<file path="src/rtl/score_pkg.sv">
// Shared types and constants for the Pong scoreboard: FSM state, segment patterns,
// and a constant helper that turns a binary score into packed BCD.
package score_pkg;

  typedef enum logic {PLAY, WON} score_state_t;

  localparam logic [7:0] SEG_BLANK = 8'hFF;

  // Active-low {dp,g,f,e,d,c,b,a} patterns for digits 0..9, dp always off.
  localparam logic [7:0] SEG_LUT [0:9] = '{
    8'hC0, 8'hF9, 8'hA4, 8'hB0, 8'h99,
    8'h92, 8'h82, 8'hF8, 8'h80, 8'h90
  };

  function automatic logic [31:0] to_bcd(input int unsigned value);
    logic [31:0] bcd;
    int unsigned rest;
    bcd  = '0;
    rest = value;
    for (int i = 0; i < 8; i++) begin
      bcd[i*4 +: 4] = 4'(rest % 10);
      rest          = rest / 10;
    end
    return bcd;
  endfunction

endpackage

</file>
<file path="src/rtl/bcd_seg_decode.sv">
// One BCD digit to an active-low 7-segment pattern; non-decimal codes and the
// blank request both turn every segment off.
module bcd_seg_decode
  import score_pkg::*;
(
  input  logic [3:0] bcd,
  input  logic       blank,
  output logic [7:0] seg_n
);

  always_comb begin
    seg_n = SEG_BLANK;
    if (!blank && (bcd <= 4'd9)) begin
      seg_n = SEG_LUT[bcd];
    end
  end

endmodule

</file>
<file path="src/rtl/score_display_ctrl.sv">
// Pong scoreboard: per-player saturating BCD scores, win detection with lowest-index
// tie-break, and 7-segment outputs where the winner's digits blink once the game is won.
module score_display_ctrl
  import score_pkg::*;
#(
  parameter int NUM_PLAYERS  = 2,
  parameter int DIGITS       = 2,
  parameter int WIN_SCORE    = 11,
  parameter int BLINK_FRAMES = 16,
  localparam int WIN_W       = (NUM_PLAYERS > 1) ? $clog2(NUM_PLAYERS) : 1
) (
  input  logic                            Clk,
  input  logic                            Reset,
  input  logic                            frame_tick,
  input  logic [NUM_PLAYERS-1:0]          point,
  input  logic                            clear,
  output logic [NUM_PLAYERS*DIGITS*4-1:0] score_bcd,
  output logic [NUM_PLAYERS*DIGITS*8-1:0] seg_n,
  output logic                            game_over,
  output logic [WIN_W-1:0]                winner
);

  localparam int SCORE_W = DIGITS * 4;
  localparam int CNT_W   = (BLINK_FRAMES > 1) ? $clog2(BLINK_FRAMES) : 1;
  localparam logic [31:0]        WIN_BCD_FULL = to_bcd(WIN_SCORE);
  localparam logic [SCORE_W-1:0] WIN_BCD      = WIN_BCD_FULL[SCORE_W-1:0];
  localparam logic [CNT_W-1:0]   BLINK_LAST   = CNT_W'(BLINK_FRAMES - 1);

  score_state_t                     state;
  logic [NUM_PLAYERS*SCORE_W-1:0]   score_reg;
  logic [CNT_W-1:0]                 blink_cnt;
  logic                             blink_on;
  logic                             game_over_reg;
  logic [WIN_W-1:0]                 winner_reg;

  logic [NUM_PLAYERS*SCORE_W-1:0]   score_inc;
  logic [NUM_PLAYERS-1:0]           win_hit;
  logic                             win_any;
  logic [WIN_W-1:0]                 win_idx;

  genvar gi, gj;
  generate
    for (gi = 0; gi < NUM_PLAYERS; gi++) begin : g_player
      logic [SCORE_W-1:0] cur;
      logic [SCORE_W-1:0] nxt;
      logic               blank;

      assign cur = score_reg[gi*SCORE_W +: SCORE_W];

      // Ripple the +1 through the digits; an all-nines score holds instead of wrapping.
      always_comb begin : inc_comb
        logic carry;
        carry = 1'b1;
        nxt   = cur;
        for (int d = 0; d < DIGITS; d++) begin
          if (carry) begin
            if (cur[d*4 +: 4] == 4'd9) begin
              nxt[d*4 +: 4] = 4'd0;
            end else begin
              nxt[d*4 +: 4] = cur[d*4 +: 4] + 4'd1;
              carry         = 1'b0;
            end
          end
        end
        if (carry) begin
          nxt = cur;
        end
      end

      assign score_inc[gi*SCORE_W +: SCORE_W] = nxt;
      assign win_hit[gi] = point[gi] && (nxt == WIN_BCD);
      assign blank = game_over_reg && (winner_reg == WIN_W'(gi)) && !blink_on;

      for (gj = 0; gj < DIGITS; gj++) begin : g_digit
        bcd_seg_decode u_dec (
          .bcd   (score_reg[(gi*DIGITS + gj)*4 +: 4]),
          .blank (blank),
          .seg_n (seg_n[(gi*DIGITS + gj)*8 +: 8])
        );
      end
    end
  endgenerate

  // Scan from the top down so the lowest winning index is the one that sticks.
  always_comb begin
    win_any = 1'b0;
    win_idx = '0;
    for (int p = NUM_PLAYERS - 1; p >= 0; p--) begin
      if (win_hit[p]) begin
        win_any = 1'b1;
        win_idx = WIN_W'(p);
      end
    end
  end

  always_ff @(posedge Clk or posedge Reset) begin
    if (Reset) begin
      state         <= PLAY;
      score_reg     <= '0;
      blink_cnt     <= '0;
      blink_on      <= 1'b1;
      game_over_reg <= 1'b0;
      winner_reg    <= '0;
    end else if (clear) begin
      state         <= PLAY;
      score_reg     <= '0;
      blink_cnt     <= '0;
      blink_on      <= 1'b1;
      game_over_reg <= 1'b0;
      winner_reg    <= '0;
    end else begin
      case (state)
        PLAY: begin
          for (int p = 0; p < NUM_PLAYERS; p++) begin
            if (point[p]) begin
              score_reg[p*SCORE_W +: SCORE_W] <= score_inc[p*SCORE_W +: SCORE_W];
            end
          end
          if (win_any) begin
            state         <= WON;
            game_over_reg <= 1'b1;
            winner_reg    <= win_idx;
          end
        end
        WON: begin
          if (frame_tick) begin
            if (blink_cnt == BLINK_LAST) begin
              blink_cnt <= '0;
              blink_on  <= ~blink_on;
            end else begin
              blink_cnt <= blink_cnt + CNT_W'(1);
            end
          end
        end
        default: state <= PLAY;
      endcase
    end
  end

  assign score_bcd = score_reg;
  assign game_over = game_over_reg;
  assign winner    = winner_reg;

endmodule

</file>
<file path="config.mk">
export PLATFORM = sky130hd
export DESIGN_NAME = score_display_ctrl
export DESIGN_NICKNAME = d
export VERILOG_FILES = /design/src/rtl/score_pkg.sv /design/src/rtl/bcd_seg_decode.sv /design/src/rtl/score_display_ctrl.sv
export SDC_FILE = /design/constraint.sdc
export NUM_CORES = 1
export LEC_CHECK = 0
export CORE_UTILIZATION = 46
export CTS_BUF_LIST = sky130_fd_sc_hd__clkbuf_4 sky130_fd_sc_hd__clkbuf_8
export CTS_CLUSTER_DIAMETER = 40
export DETAILED_ROUTE_END_ITERATION = 8
export GPL_TIMING_DRIVEN = 0
export PLACE_DENSITY = 0.72
export SLEW_MARGIN = 20
export SYNTH_ARGS = -nofsm -noshare
export SYNTH_HDL_FRONTEND = slang
export SYNTH_SLANG_ARGS = --single-unit
</file>
<file path="constraint.sdc">
create_clock -name Clk -period 4.1 [get_ports Clk]
set_clock_uncertainty 0.2 [all_clocks]
set_input_delay 0.41 -clock Clk [delete_from_list [all_inputs] [get_ports Clk]]
set_output_delay 0.41 -clock Clk [all_outputs]
set_load 0.05 [all_outputs]
</file>
Word level (Yosys, flattened, before mapping)
Memory sizes are Yosys's and may differ from the RTL's. Index checks and enable logic that the tools add are counted. W data, S select, Z words.

Add/subtract/negate cells: 5. Bitwise gates (word level): 6. Equal/unequal tests: 8. Reductions and logical operators: 24. $lt $le $gt $ge: 8. Muxes and demuxes: 50.

Operators by type and width (number): $mux W8 (16); $mux W4 (10); $mux W16 (2); $mux W1 (22); $add A4 B1 Y4 const B (5); $eq A4 B4 Y1 const B (5); $ge A5 B5 Y1 const B (4); $not A4 Y5 (4); $eq A8 B5 Y1 const B (2); $le A4 B4 Y1 const B (4); $reduce_bool A2 Y1 (6); $logic_and A1 B1 Y1 (10); $reduce_and A2 Y1 (4); $logic_not A1 Y1 (3); $reduce_and A3 Y1 (1); $ne A2 B2 Y1 const B (1); $not A1 Y1 (2).

Flip-flop bits (word level): 24. Memories: 4. ROM bits: 512.

Memory list: (name not given) (words 16, bits a word 8, read ports 1, clocked after memory_dff 0, write ports 0, line bcd_seg_decode.sv:14) `seg_n = SEG_LUT[bcd];`; (name not given) (words 16, bits a word 8, read ports 1, clocked after memory_dff 0, write ports 0, line bcd_seg_decode.sv:14); (name not given) (words 16, bits a word 8, read ports 1, clocked after memory_dff 0, write ports 0, line bcd_seg_decode.sv:14); (name not given) (words 16, bits a word 8, read ports 1, clocked after memory_dff 0, write ports 0, line bcd_seg_decode.sv:14).

Logic depth before layout (Yosys ltp)
Gate-level depths: netlist (run 1).

Depth in word-level cells: 11. Gate-level depth with buffers: 7. Mapped depth without buffers: 7.

Cells and area by module
From an unflattened synthesis (run 1), not the netlist that was laid out.

Cell total of the unflattened synthesis: 281. Area total of the unflattened synthesis: 2324.7 µm².

Modules (own cells, without submodules): score_display_ctrl (times used 1, area an instance 1438.9 µm², cells an instance 157); bcd_seg_decode (times used 4, area an instance 221.5 µm², cells an instance 31).

Worst setup path before layout (run 1)
Ideal clock, no wire load.

Path type: reg2out. Start: register score_reg[8], in the netlist score_bcd[8]. End: output port seg_n[19]. Stages on the path, launching flop included: 6. Required time: 3.490 ns. Path slack: 0.999 ns. Arrival: 2.491 ns. Path through: dfrtp_1 inv_1 ha_1 nand2_1 o21ai_0 o21ai_0.

Cells in the longest elaborated chain, start to end: 5. Elaborated cells on any way between the ends: 7. Those cells by class: order compare (1); mux (3); bitwise (1); reduce/logical (1); memory (1).

RTL lines: start: declaration (line score_display_ctrl.sv:30) `logic [NUM_PLAYERS*SCORE_W-1:0] score_reg;`; start signal: indexed assignment (line score_display_ctrl.sv:116) `score_reg[p*SCORE_W +: SCORE_W] <= score_inc[p*SCORE_W +: SCORE_W];`; $not A4 Y5 (not written as such) (line bcd_seg_decode.sv:14); $mem_v2 Z16 W8; $mux W8 (not written as such) (2 in a row) (line bcd_seg_decode.sv:14); $mux W8 (*) (line bcd_seg_decode.sv:13) `if (!blank && (bcd <= 4'd9)) begin`; end: declaration (line score_display_ctrl.sv:18) `output logic [NUM_PLAYERS*DIGITS*8-1:0] seg_n,`.

Mark *: on every way between the ends. The rest lies on a longest branch, timed or not. The select of a mux whose other input is x is not followed.

Final worst setup path (run 1)
Start: register score_reg[13], in the netlist score_bcd[13]. End: output port seg_n[24].

Same word-level chain as after synthesis.

==> results of run 1 <==
[layout by cell type (no fill, tap or decap), types with 2 or more instances in the layout]
| cell | n |
|---|---|
| a21oi_1 | 23 |
| conb_1 | 4 |
| clkbuf_8 | 3 |
| nand3b_4 | 2 |
| nor2_1 | 23 |
| nand4_1 | 6 |
| mux2i_1 | 2 |
| inv_1 | 18 |
| nand2b_1 | 7 |
| clkdlybuf4s50_1 | 51 |
| o21ai_0 | 29 |
| nand3_1 | 15 |
| a211o_1 | 2 |
| nand2_1 | 36 |
| a32oi_1 | 2 |
| nor3_1 | 2 |
| buf_4 | 6 |
| xor2_1 | 3 |
| and3b_1 | 2 |
| or3_1 | 2 |
| nor2b_1 | 4 |
| o211ai_1 | 5 |
| ha_1 | 21 |
| dfrtp_1 | 23 |
| xnor2_1 | 5 |
| a31oi_1 | 5 |
| nor3b_1 | 2 |
| buf_2 | 5 |
| clkbuf_1 | 2 |
| o211a_1 | 2 |
[final timing paths]
check / endpoint / slack (ns) / cells after the start
max: seg_n[24] / 0.76 / 7
min reg2reg: blink_on$_DFFE_PP1P_ / 0.33 / 2
max reg2reg: winner$_DFFE_PP0P_ / 1.71 / 7
min: blink_on$_DFFE_PP1P_ / 0.33 / 2
min in group asynchronous: score_bcd[12]$_DFFE_PP0P_ / 0.43 / 2
max in group asynchronous: score_bcd[1]$_DFFE_PP0P_ / 2.72 / 2
[logic make-up (layout without fill, tap and decap cells)]
group | count (synthesis) | after routing | share of synthesized area
other | 1 | 4 | 0.001730
buffers and inverters | 34 | 89 | 0.07563
and+or+nand+nor | 106 | 106 | 0.2558
AOI/OAI and AO/OA | 80 | 80 | 0.2263
muxes | 2 | 2 | 0.009238
xor gates and xnor gates | 8 | 8 | 0.03233
DFF | 24 | 24 | 0.2777
adders and majority gates | 21 | 21 | 0.1212
[stage by stage]
| step | hold WS [ns] | utilization | cells | setup WS (ns) | power [mW] |
|---|---|---|---|---|---|
| global placement | 0.3036 | 0.6197 | 382 | 1.103 | 0.4006 |
| global route | 0.3592 | 0.6357 | 386 | 0.5753 | 0.6276 |
| detailed placement | 0.3102 | 0.6197 | 382 | 1.068 | 0.4013 |
| finish | 0.3292 | 0.6357 | 386 | 0.7637 | 0.6069 |
| floorplan | 0.2239 | - | 279 | 0.9986 | 0.3558 |
| CTS | 0.3364 | 0.6357 | 386 | 0.7636 | 0.6086 |
[worst min-delay path, stage by stage (launching register included)]
cell,delay [ns]
dfstp_2,0.39
o21ai_0,0.07
nand3_1,0.08
[area by class of cell]
class / count / area (um^2) / area share
Clock inverter: 1 / 30.03 / 0.01063
Multi-Input combinational cell: 221 / 1413 / 0.5000
Timing Repair Buffer: 51 / 510.5 / 0.1807
Buffer: 15 / 92.59 / 0.03277
Sequential cell: 24 / 601.8 / 0.2130
Inverter: 19 / 71.32 / 0.02524
Tap cell: 52 / 65.06 / 0.02303
Clock buffer: 3 / 41.29 / 0.01461
[routing by layer]
metal | share of wire | up-vias | global-route usage
li1 | - | 1078 | -
met1 | 0.49 | 1010 | 0.3045
met2 | 0.46 | 55 | 0.3484
met3 | 0.050 | 6 | 0.02991
met4 | 0.0073 | 0 | 0.02667
met5 | 0 | - | 0
[power groups by stage]
stage                     Sequential [mW]  Clock [mW]  Combinational, mW
after global placement              0.251           0              0.150
after detailed placement            0.251           0              0.150
final                               0.247       0.210              0.151
after CTS                           0.247       0.211              0.151
after global routing                0.247       0.218              0.162
after floorplan                     0.260           0             0.0960
==> results.yml, run 1 <==
power_and_ir_drop:
  power_switching_share: 0.3092
  power_density_nw_per_um2: 214.8
  p_sw_mw: 0.1876
  peakVddDrop_mv: 0.1869
  clkPwrFrac: 0.346
  power.internal_mw: 0.4192
  power.share.sequential: 0.406
  combPwrFrac: 0.248
  p_leak_nw: 1.255
clocking:
  clk_path_buf_depth: 2
  insertion_delay_ns: 0.27
  cts_hold_buffers: 0
  cts_buffers: 3
  post-cts-setup-buffers: 0
  clkSlewWorstSetupHoldPaths_ns: 0.09
  cts_tree: "done"
  htreeDepth: 1
  cts_resized: 0
  cts_root_buf: "clkbuf_8"
  clkSinkCount: 24
logic_synthesis:
  netlist_area_um2: 2167
  syn_avg_cell_area_um2: 7.852
  synth-seq-cells: 24
  synth-seq-area-share: 0.2777
  yosys-top-cells-area: "dfrtp_1 (27%), ha_1 (12%), o21ai_0 (6.7%)"
  synth_common_cells: "nand2_1 (36), o21ai_0 (29), a21oi_1 (23), dfrtp_1 (23), nor2_1 (23)"
  synthCells: 276
  yosys_warnings: 0
  ys_types: 49
  synthFlopType: "dfrtp_1"
  synth_area_leader_cell: "dfrtp_1"
  yosysMostFrequentCell: "nand2_1"
  async_flop_share: 1.000
  synth_top_area_frac: 0.2656
  synth_edf_count: 0
place:
  post_dp_cell_area_um2: 2754
  hpwl_um: 3943
  port_buffers: 51
  globalplace.congestion: 0.8047
cells_and_area:
  final_cell_area_um2: 2825
  largest_reg_flops: 16
  nets: 362
  areaGrowthSynthToFinish_pct: 30.37
  antenna_cells: 0
  drive_gt1_frac: 0.07485
  nFillCells: 410
setup_path:
  cp.required_ns: 3.49
  r2r-start: "score_bcd[8]$_DFFE_PP0P_"
  path_cells: "inv_1, ha_1, nor2b_1, nand2_1, a31oi_1, o21ai_0, clkdlybuf4s50_1"
  critPathLaunch: "score_bcd[13]$_DFFE_PP0P_"
  start_kind: "flip-flop"
  max_stage_delay_ns: 0.73
  crit_family: "buffers and inverters"
  cp.arrival_ns: 2.73
  critPathBufInv: 2
  crit_fanout: 8
  slowest_stage: "clkdlybuf4s50_1"
  crit_type: "flip-flop to output pin"
  crit_path_end_kind: "output pin"
status:
  failed_checks: "design-rule violations"
  status: "complete, but fails checks"
global_route:
  track_usage: 0.2111
  grt_max_degree: 25
  grt_pass1_wl_um: 8576
  grt_pass1_vias: 1848
  antenna_found_initial: 0
  overflow: 0
drt:
  first_pass_iters: 6
  viasPerCell: 5.567
  drt_iter0_drc: 188
  wl_per_cell_um: 13.55
  drc: 6
  postRouteWirelength_um: 5232
  vias: 2149
  ant_nets: 0
floorplanning:
  num_io_pins: 56
  die_y_um: 70.64
  die-area_um2: 4989
  num_rows: 24
  core_area_um2: 4444
  die_w_um: 70.64
  initial_core_util: 0.4876
min_path:
  worstHoldStart: "blink_on$_DFFE_PP1P_"
  min_path_type: "flip-flop to flip-flop"
sta:
  fin_tns_setup_ns: 0
  finalSetupViolCount: 0
  hold_violations: 0
  rsz0062_at_grt: "no"
  min_period_ns: 3.336
  slew_viol_final: 0
  relSlewSlack: 0.4012
  worstMarginPinSlew_ns: 0.8972
  fmax_ghz: 0.2997
  fin_crit_sh: 0.8137
job:
  maxCapViolations: 0
Note: power is estimated with default switching activity, not from simulation.
==> inputs of run 2 (changes only) <==
==> constraint.sdc (replaced) <==
create_clock -name Clk -period 3.3 [get_ports Clk]
set_clock_uncertainty 0.2 [all_clocks]
set_input_delay 0.33 -clock Clk [delete_from_list [all_inputs] [get_ports Clk]]
set_output_delay 0.33 -clock Clk [all_outputs]
set_load 0.05 [all_outputs]
==> run 2 against run 1 <==
  * Die area stayed put
  * Sequential share of layout area is 0.11 points lower
  * Critical endpoint unchanged
  * The run still ends with design-rule violations left
  * Critical path type unchanged
  * Utilization is 0.34 points higher
  * Hold slack better by 0.00066 ns
  * Combinational power is 25% higher
==> results.yml, run 2 (synthesis results as in run 1) <==
status:
  status: "complete, but fails checks"
  failed_checks: "design-rule violations"
setup_path:
  crit_fanout: 8
  max_stage_delay_ns: 0.72
  start_kind: "flip-flop"
  crit_path_end_kind: "output pin"
  r2r_cells: 7
  slowest_stage: "clkdlybuf4s50_1"
  cp.required_ns: 2.77
  r2r-end: "winner$_DFFE_PP0P_"
  r2r-start: "score_bcd[8]$_DFFE_PP0P_"
  rrSetupSlack_ns: 0.90
  crit_type: "flip-flop to output pin"
  cp.arrival_ns: 2.61
  path_cells: "inv_1, ha_1, nor2b_1, nand2_1, a31oi_2, o21ai_0, clkdlybuf4s50_1"
min_path:
  hold_path_depth: 2
  worstHoldStart: "blink_on$_DFFE_PP1P_"
  holdPathEnd: "blink_on$_DFFE_PP1P_"
  min_path_type: "flip-flop to flip-flop"
sta:
  fmax_ghz: 0.3189
  relSlewSlack: 0.4028
  min_period_ns: 3.135
  hold_violations: 0
  fin_tns_setup_ns: 0
  worst_slack_ns: 0.1647
  finalSetupViolCount: 0
  rsz0062_at_grt: "no"
  fin_crit_sh: 0.9501
  worstMarginPinSlew_ns: 0.8948
  slew_viol_final: 0
  timing.hold.ws_ns: 0.3299
clocking:
  htreeDepth: 1
  cts_root_buf: "clkbuf_8"
  cts_buffers: 3
  clkSlewWorstSetupHoldPaths_ns: 0.09
  cts_tree: "done"
  clkSinkCount: 24
  insertion_delay_ns: 0.27
  clk_path_buf_depth: 2
floorplanning:
  num_rows: 24
  initial_core_util: 0.4876
  die_y_um: 70.64
  die-area_um2: 4989
  num_io_pins: 56
  core_area_um2: 4444
  die_w_um: 70.64
place:
  hpwl_um: 3943
  globalplace.congestion: 0.8047
  pre_cts_slack_ns: 0.3476
  port_buffers: 51
global_route:
  track_usage: 0.2111
  grt_max_degree: 25
  antenna_found_initial: 0
  grt_pass1_vias: 1848
  overflow: 0
  grt_pass1_wl_um: 8576
cells_and_area:
  drive_gt1_frac: 0.08084
  antenna_cells: 0
  layout_common_cells: "clkdlybuf4s50_1 (50), nand2_1 (36), o21ai_0 (29)"
  largest_reg_flops: 16
  nets: 362
  areaGrowthSynthToFinish_pct: 31.06
  final_common_cell: "clkdlybuf4s50_1"
job:
  maxCapViolations: 0
drt:
  first_pass_iters: 7
  wl_per_cell_um: 13.66
  ant_nets: 0
  postRouteWirelength_um: 5271
  drt_iter0_drc: 174
  drc: 6
  vias: 2185
  viasPerCell: 5.661
power_and_ir_drop:
  peakVddDrop_mv: 0.2367
  p_leak_nw: 1.275
  power_density_nw_per_um2: 266.5
-- run 2: worst max path at each step --
stage	depth (start not counted)	slack, ns	end	startpoint
global placement	7	0.38	seg_n[24]	score_bcd[13]$_DFFE_PP0P_
CTS	7	0.04	seg_n[24]	score_bcd[13]$_DFFE_PP0P_
finish	7	0.16	seg_n[24]	score_bcd[13]$_DFFE_PP0P_
floorplan	5	0.28	seg_n[19]	score_bcd[8]$_DFFE_PP0P_
global route	7	0.03	seg_n[24]	score_bcd[13]$_DFFE_PP0P_
detailed placement	7	0.35	seg_n[24]	score_bcd[13]$_DFFE_PP0P_
-- run 2: cell type report --
type	instances	area (um^2)
Fill cell	407	1604
Multi-Input combinational cell	221	1425
Sequential cell	24	601.8
Timing Repair Buffer	51	513.0
Buffer	15	92.59
Inverter	19	71.32
Tap cell	52	65.06
Clock buffer	3	41.29
Clock inverter	1	30.03
-- run 2: repair_timing --
action                                  in CTS  in global routing
endpoints found under the setup margin       0                 12
resized for setup                            0                  3
setup buffers                                0                  0
hold buffers                                 0                  0
endpoints found under the hold margin        0                  0
-- run 2: report_power, final --
part           switching, mW  internal (mW)
Sequential           0.00880          0.298
Combinational          0.127         0.0613
Clock                  0.100          0.162
-- run 2: worst max-delay path, delay by kind of cell, from the launching register on --
family,cells,cell delay (ns)
and+or+nand+nor,2,0.37
buffers and inverters,2,0.85
DFF,1,0.48
adders and majority gates,1,0.16
AOI/OAI and AO/OA,2,0.47
-- run 2: metrics by stage --
| stage | cell area (um^2) | std cells | utilization | power [mW] |
|---|---|---|---|---|
| floorplan | 2178 | 279 | - | 0.4421 |
| global placement | 2754 | 382 | 0.6197 | 0.4977 |
| detailed placement | 2754 | 382 | 0.6197 | 0.4985 |
| CTS | 2825 | 386 | 0.6357 | 0.7561 |
| global route | 2840 | 386 | 0.6391 | 0.7805 |
| finish | 2840 | 386 | 0.6391 | 0.7568 |
-- run 2: metal layers --
layer / track usage / vias to the layer above / wire length, um
li1: - / 1079 / -
met1: 0.3045 / 1041 / 2528
met2: 0.3484 / 59 / 2417
met3: 0.02991 / 6 / 287
met4: 0.02667 / 0 / 38
met5: 0 / - / 0
==> inputs of run 3 (changes only) <==
--- a/config.mk
+++ b/config.mk
@@ -8,6 +8,7 @@
 export CORE_UTILIZATION = 46
 export CTS_BUF_LIST = sky130_fd_sc_hd__clkbuf_4 sky130_fd_sc_hd__clkbuf_8
 export CTS_CLUSTER_DIAMETER = 40
+export CTS_CLUSTER_SIZE = 16
 export DETAILED_ROUTE_END_ITERATION = 8
 export GPL_TIMING_DRIVEN = 0
 export PLACE_DENSITY = 0.72
==> results of run 3 <==
Same layout as run 2: the final DEF is identical, and so are final timing and power.
